### src/rtl/instr_pkg.sv
// Shared instruction-path types and default sizing for the instruction queue.
package instr_pkg;

  localparam int INSTR_WIDTH   = 64;
  localparam int INSTR_Q_DEPTH = 64;

  typedef logic [INSTR_WIDTH-1:0] instr_t;

endpackage

### src/rtl/fifo_ptr_ctrl.sv
// Head/tail/occupancy bookkeeping for a power-of-two circular FIFO, plus the
// registered almost-full/almost-empty flags.
module fifo_ptr_ctrl #(
  parameter int DEPTH      = 64,
  parameter int AF_THRESH  = DEPTH - 4,
  parameter int AE_THRESH  = 1,
  localparam int ADDR_WIDTH = $clog2(DEPTH)
) (
  input  logic                  clk,
  input  logic                  rst_n,
  input  logic                  flush,
  input  logic                  in_valid,
  input  logic                  out_ready,
  output logic                  in_ready,
  output logic                  out_valid,
  output logic                  wr_en,
  output logic [ADDR_WIDTH-1:0] wr_addr,
  output logic [ADDR_WIDTH-1:0] rd_addr,
  output logic [ADDR_WIDTH:0]   count,
  output logic                  almost_full,
  output logic                  almost_empty
);

  localparam int CW = ADDR_WIDTH + 1;
  localparam logic [CW-1:0] FULL_LVL = CW'(DEPTH);
  localparam logic [CW-1:0] AF_LVL   = CW'(AF_THRESH);
  localparam logic [CW-1:0] AE_LVL   = CW'(AE_THRESH);

  logic [ADDR_WIDTH-1:0] head;
  logic [ADDR_WIDTH-1:0] tail;
  logic [CW-1:0]         count_next;
  logic                  push;
  logic                  pop;

  // Ready/valid come only from registered count, so neither side sees a
  // combinational path from the other.
  assign in_ready  = (count != FULL_LVL);
  assign out_valid = (count != '0);
  assign push      = in_valid & in_ready;
  assign pop       = out_valid & out_ready;

  assign wr_en   = push & ~flush;
  assign wr_addr = tail;
  assign rd_addr = head;

  always_comb begin
    count_next = count;
    if (flush) begin
      count_next = '0;
    end else begin
      case ({push, pop})
        2'b10:   count_next = count + CW'(1);
        2'b01:   count_next = count - CW'(1);
        default: count_next = count;
      endcase
    end
  end

  always_ff @(posedge clk or negedge rst_n) begin
    if (!rst_n) begin
      head         <= '0;
      tail         <= '0;
      count        <= '0;
      almost_full  <= 1'b0;
      almost_empty <= 1'b1;
    end else begin
      if (flush) begin
        head <= '0;
        tail <= '0;
      end else begin
        // Pointers wrap by natural overflow of the power-of-two width.
        if (push) tail <= tail + ADDR_WIDTH'(1);
        if (pop)  head <= head + ADDR_WIDTH'(1);
      end
      count        <= count_next;
      almost_full  <= (count_next >= AF_LVL);
      almost_empty <= (count_next <= AE_LVL);
    end
  end

endmodule

### src/rtl/instr_queue.sv
// First-word-fall-through instruction FIFO between the external instruction
// interface and the controller; storage here, bookkeeping in fifo_ptr_ctrl.
module instr_queue
  import instr_pkg::*;
#(
  parameter int DATA_WIDTH = INSTR_WIDTH,
  parameter int DEPTH      = INSTR_Q_DEPTH,
  parameter int AF_THRESH  = DEPTH - 4,
  parameter int AE_THRESH  = 1,
  localparam int ADDR_WIDTH = $clog2(DEPTH)
) (
  input  logic                  clk,
  input  logic                  rst_n,
  input  logic                  flush,
  input  logic                  in_valid,
  input  logic [DATA_WIDTH-1:0] in_data,
  output logic                  in_ready,
  output logic                  out_valid,
  output logic [DATA_WIDTH-1:0] out_data,
  input  logic                  out_ready,
  output logic [ADDR_WIDTH:0]   count,
  output logic                  almost_full,
  output logic                  almost_empty
);

  logic                  wr_en;
  logic [ADDR_WIDTH-1:0] wr_addr;
  logic [ADDR_WIDTH-1:0] rd_addr;

  // Storage is deliberately left unreset; out_data is only meaningful with out_valid.
  logic [DATA_WIDTH-1:0] mem [DEPTH];

  fifo_ptr_ctrl #(
    .DEPTH     (DEPTH),
    .AF_THRESH (AF_THRESH),
    .AE_THRESH (AE_THRESH)
  ) u_ptr_ctrl (
    .clk          (clk),
    .rst_n        (rst_n),
    .flush        (flush),
    .in_valid     (in_valid),
    .out_ready    (out_ready),
    .in_ready     (in_ready),
    .out_valid    (out_valid),
    .wr_en        (wr_en),
    .wr_addr      (wr_addr),
    .rd_addr      (rd_addr),
    .count        (count),
    .almost_full  (almost_full),
    .almost_empty (almost_empty)
  );

  always_ff @(posedge clk) begin
    if (wr_en) mem[wr_addr] <= in_data;
  end

  assign out_data = mem[rd_addr];

endmodule

### config.mk
export PLATFORM = sky130hd
export DESIGN_NAME = instr_queue
export DESIGN_NICKNAME = d
export VERILOG_FILES = /design/src/rtl/instr_pkg.sv /design/src/rtl/fifo_ptr_ctrl.sv /design/src/rtl/instr_queue.sv
export SDC_FILE = /design/constraint.sdc
export NUM_CORES = 2
export LEC_CHECK = 0
export BUFFER_PORTS_ARGS = -buffer_cell sky130_fd_sc_hd__buf_2
export CAP_MARGIN = 25
export CORE_MARGIN = 2
export CORE_UTILIZATION = 56
export CTS_CLUSTER_DIAMETER = 200
export CTS_CLUSTER_SIZE = 28
export DETAILED_ROUTE_END_ITERATION = 16
export PLACE_DENSITY = 0.74
export SLEW_MARGIN = 10
export SYNTH_ARGS = -nofsm -noshare
export SYNTH_HDL_FRONTEND = slang
export SYNTH_SLANG_ARGS = --single-unit
### constraint.sdc
create_clock -name clk -period 16.9 [get_ports clk]
set_input_delay 3.38 -clock clk [delete_from_list [all_inputs] [get_ports clk]]
set_output_delay 3.38 -clock clk [all_outputs]
set_load 0.02 [all_outputs]
==> run_results.csv <==
group,metric,value,unit
run_status,outcome,"complete, no violations",
drt,via_per_inst,7.201,
synth,synthTopCellsByCount,"sky130_fd_sc_hd__edfxtp_1, sky130_fd_sc_hd__mux4_2, sky130_fd_sc_hd__mux2i_1",
drt,dr_total_vias,78080,
floorplanning,initial_cell_density_of_the_core,56.26,%
sta,grt_setup_unrepaired,"no",
drt,detailedRoute.firstPassIterationCount,6,
global_routing,antenna_found_initial,37,
synth,synth.area.top_cells,"sky130_fd_sc_hd__edfxtp_1, sky130_fd_sc_hd__mux4_2, sky130_fd_sc_hd__mux2i_1",
synth,syn-mean-instance-area,22.82,µm²
sta,maxClockFrequency,98.83,MHz
cells_and_area,syn2layout_area_growth,7.200,%
synth,yosys_most_used_dff,"sky130_fd_sc_hd__edfxtp_1",
worst_setup_path,cpMostUsedCell,"sky130_fd_sc_hd__buf_4",
synth,synth.most_common_cell,"sky130_fd_sc_hd__edfxtp_1",
cts,tritoncts_sinks,4117,
floorplanning,floorplan.die.height,533.8,µm
global_routing,globalRouteOverflowTotal,0,
synth,synth_seq_area_share,78.59,%
floorplanning,die-width,533.8,µm
sta,period_needed,10.12,ns
sta,number_of_pins_with_negative_max_slew_slack_in_the_final_report,0,
worst_setup_path,critPathRequiredTime,13.52,ns
synth,yosysTopAreaCellShare,78.25,%
worst_setup_path,timing.reg2reg.setup_slack,11.47,ns
synth,synth.lib_cells_used.distinct,61,
placement,dp_hpwl,219300,µm
floorplanning,placeableCoreArea,279400,µm²
sta,max_transition_margin,17.98,%
cts,ctsLongestPathBuffers,4,
drt,first_iter_violations,14380,
placement,placement.cell_area,163000,µm²
worst_setup_path,worst_ep_arrival_time,6.74,ns
sta,setup_violating_endpoint_count_in_the_final_report,0,
cells_and_area,num-fill-cells,18720,
drt,met3_length,59150,µm
cts,cts_setup_buffers,0,
cts,cts_tree,"done",
sta,final_worst_path_cycle_share,59.87,%
worst_setup_path,cp_slowest_cell,"sky130_fd_sc_hd__buf_4",
placement,numPortBuffers,143,
worst_setup_path,worst-setup-path-type,"reg2out",
global_routing,grt_pass1_vias,74840,
cts,h-tree-depth,4,
worst_setup_path,timing.critical_path.slowest_cell_delay,0.69,ns
synth,netlist_area,157200,µm²
floorplanning,core.rowCount,194,
worst_setup_path,crit_fanout,38,
worst_setup_path,start_kind,"flip-flop",
worst_setup_path,rr_startpoint,"u_ptr_ctrl.count[0]",
floorplanning,die_area,284900,µm²
synth,synthArstFlopShare,0.5101,%
synth,mappedNetlistNets,6965,
drt,detail-route-antenna-nets,0,
synth,synth_edf_count,4096,
power_and_ir_drop,p_per_area,117.1,nW/µm²
power_and_ir_drop,peakVddDrop,0.1014,mV
worst_setup_path,startpoint,"u_ptr_ctrl.rd_addr[2]",
floorplanning,ios,144,
cells_and_area,nNetsFinal,7152,
drt,wl_met2,204900,µm
worst_setup_path,endpoint,"out_data[16]",
power_and_ir_drop,power.leakage,50.11,nW
cts,postCtsHoldBufs,0,
drt,wirelength_met1,149700,µm
global_routing,grt_pass1_wl,590500,µm
sta,finalHoldViolCount,0,
cts,postCtsResizedCells,0,
sta,post_route_setup_tns,0,ns
drt,highest-signal-layer,"met5",
worst_setup_path,endpoint_class_of_the_critical_path,"output pin",
cells_and_area,final_layout_size_suffix_gt1_share,23.57,%
synth,yosys_warnings,0,
placement,finalWeightedCongestion,0.7970,
cts,cts_buffers,169,
drt,finalWirelength,431100,µm
synth,synth.ff_latch_count,4117,
sta,fin_worst_skew,0.05767,ns
worst_setup_path,reg2reg_to,"mem[9][2]",
flow_run,drv.max_cap_violation_count,0,
synth,synth_cells,6887,
cts,worst_skew_pair.late_latency,0.93,ns
worst_setup_path,crit_chain,"buf_4, buf_4, nor2b_4, buf_4, nand2_4, buf_4, o22ai_1, a211o_1, o21ai_0, o32ai_1, buf_2",
worst_setup_path,r2r.worst_path.cells,9,
cts,clkTransAtPathRegs,0.11,ns
synth,largest_area_contributor_in_the_synthesized_netlist,"sky130_fd_sc_hd__edfxtp_1",
cts,clk_root_buffer_cell,"sky130_fd_sc_hd__clkbuf_16",
cells_and_area,design_area_final,168500,µm²
global_routing,grt_use_total,30.00,%
hold_path,timing.hold.worst.class,"reg2reg",
drt,route.detailed.wl_per_inst,39.76,µm
sta,transition_at_the_pin_with_the_smallest_max_transition_slack,1.227,ns
global_routing,largest_net_degree_at_the_start_of_global_routing,121,
drt,drcViolationCount,0,
[sequential cells by signal (all words and copies together) (netlist names)]
signal and cells:
u_ptr_ctrl.almost_empty 1, u_ptr_ctrl.almost_full 1, mem 4096, u_ptr_ctrl.wr_addr 6, u_ptr_ctrl.rd_addr 6, u_ptr_ctrl.count 7
[kinds of logic (layout without fill, tap and decap cells)]
group | Yosys count | after routing | synth area share, %
AO/OA/AOI/OAI | 582 | 582 | 2.518
adder cells (fa/ha/maj) | 9 | 9 | 0.07642
XOR/XNOR | 14 | 14 | 0.07801
buffers and inverters | 400 | 620 | 1.309
flip-flops | 4117 | 4117 | 78.59
other | 0 | 11 | 0
AND/OR/NAND/NOR | 444 | 444 | 1.167
multiplexers | 1321 | 1321 | 16.26
[worst min path at each step]
stage	from	cells after the start	end	slack (ns)
finish	u_ptr_ctrl.count[0]	2	u_ptr_ctrl.count[0]	0.67
global route	u_ptr_ctrl.count[3]	2	u_ptr_ctrl.count[3]	0.68
CTS	u_ptr_ctrl.count[4]	2	u_ptr_ctrl.count[4]	0.66
detailed placement	u_ptr_ctrl.count[2]	2	u_ptr_ctrl.count[2]	0.64
global placement	u_ptr_ctrl.count[3]	2	u_ptr_ctrl.count[3]	0.62
floorplan	u_ptr_ctrl.rd_addr[1]	3	u_ptr_ctrl.rd_addr[1]	0.59
[cells in the final DEF, fill, tap and decap left out, types with 14 or more instances in the layout]
cell type                      n
sky130_fd_sc_hd__o22ai_1      95
sky130_fd_sc_hd__a221oi_1     32
sky130_fd_sc_hd__edfxtp_1   4096
sky130_fd_sc_hd__nor2_4       60
sky130_fd_sc_hd__o31ai_1      21
sky130_fd_sc_hd__buf_12       51
sky130_fd_sc_hd__nor3_1       18
sky130_fd_sc_hd__buf_2       144
sky130_fd_sc_hd__a22oi_1      23
sky130_fd_sc_hd__a211o_1      30
sky130_fd_sc_hd__o21ai_0      72
sky130_fd_sc_hd__mux4_2      986
sky130_fd_sc_hd__nand2_1     238
sky130_fd_sc_hd__dfrtp_1      14
sky130_fd_sc_hd__nor2_1       73
sky130_fd_sc_hd__clkbuf_16   172
sky130_fd_sc_hd__buf_4       201
sky130_fd_sc_hd__o221ai_1     26
sky130_fd_sc_hd__o32ai_1      19
sky130_fd_sc_hd__a2111oi_0    65
sky130_fd_sc_hd__clkbuf_1     22
sky130_fd_sc_hd__a21oi_1     128
sky130_fd_sc_hd__o21ai_1      16
sky130_fd_sc_hd__mux2i_1     331
[layer usage]
| layer | vias up | GRT usage (%) |
|---|---|---|
| li1 | 29410 | - |
| met1 | 41550 | 42.42 |
| met2 | 6175 | 47.27 |
| met3 | 924 | 6.455 |
| met4 | 14 | 10.00 |
| met5 | - | 0.1166 |
[power by group]
part           switching (mW)  total (mW)  internal, mW
clock                    2.94        4.81          1.87
sequential             0.0417        11.3          11.3
combinational            1.85        3.62          1.77
[stage by stage]
step	power, mW	worst slack (ns)	std cells	hold slack [ns]	utilization (%)
6_report	19.74	6.781	10840	0.6673	60.31
5_1_grt	20.29	6.720	10840	0.6770	60.31
4_1_cts	19.76	6.873	10790	0.6579	59.96
3_5_place_dp	15.14	7.862	10580	0.6421	58.34
3_3_place_gp	15.09	7.751	10570	0.6150	58.27
2_1_floorplan	14.30	6.074	6887	0.5937	-
[layout make-up]
| type | instances | area (µm²) | area share [%] |
|---|---|---|---|
| clock inverters | 10 | 142.6 | 0.08465 |
| well taps | 3724 | 4659 | 2.765 |
| repair buffers | 408 | 3557 | 2.111 |
| diodes | 11 | 27.53 | 0.01634 |
| multi-input cells | 2370 | 32140 | 19.07 |
| clock buffers | 194 | 4387 | 2.603 |
| inverters | 8 | 40.04 | 0.02376 |
| flip-flops and latches | 4117 | 123500 | 73.32 |
[critical path: cells and delay by family (launching register included)]
kind	cells	cell delay, ns
buf+inv	5	2.70
compound gates	4	1.50
simple gates	2	0.78
flops	1	0.68
Power figures use the tool's default switching activity.
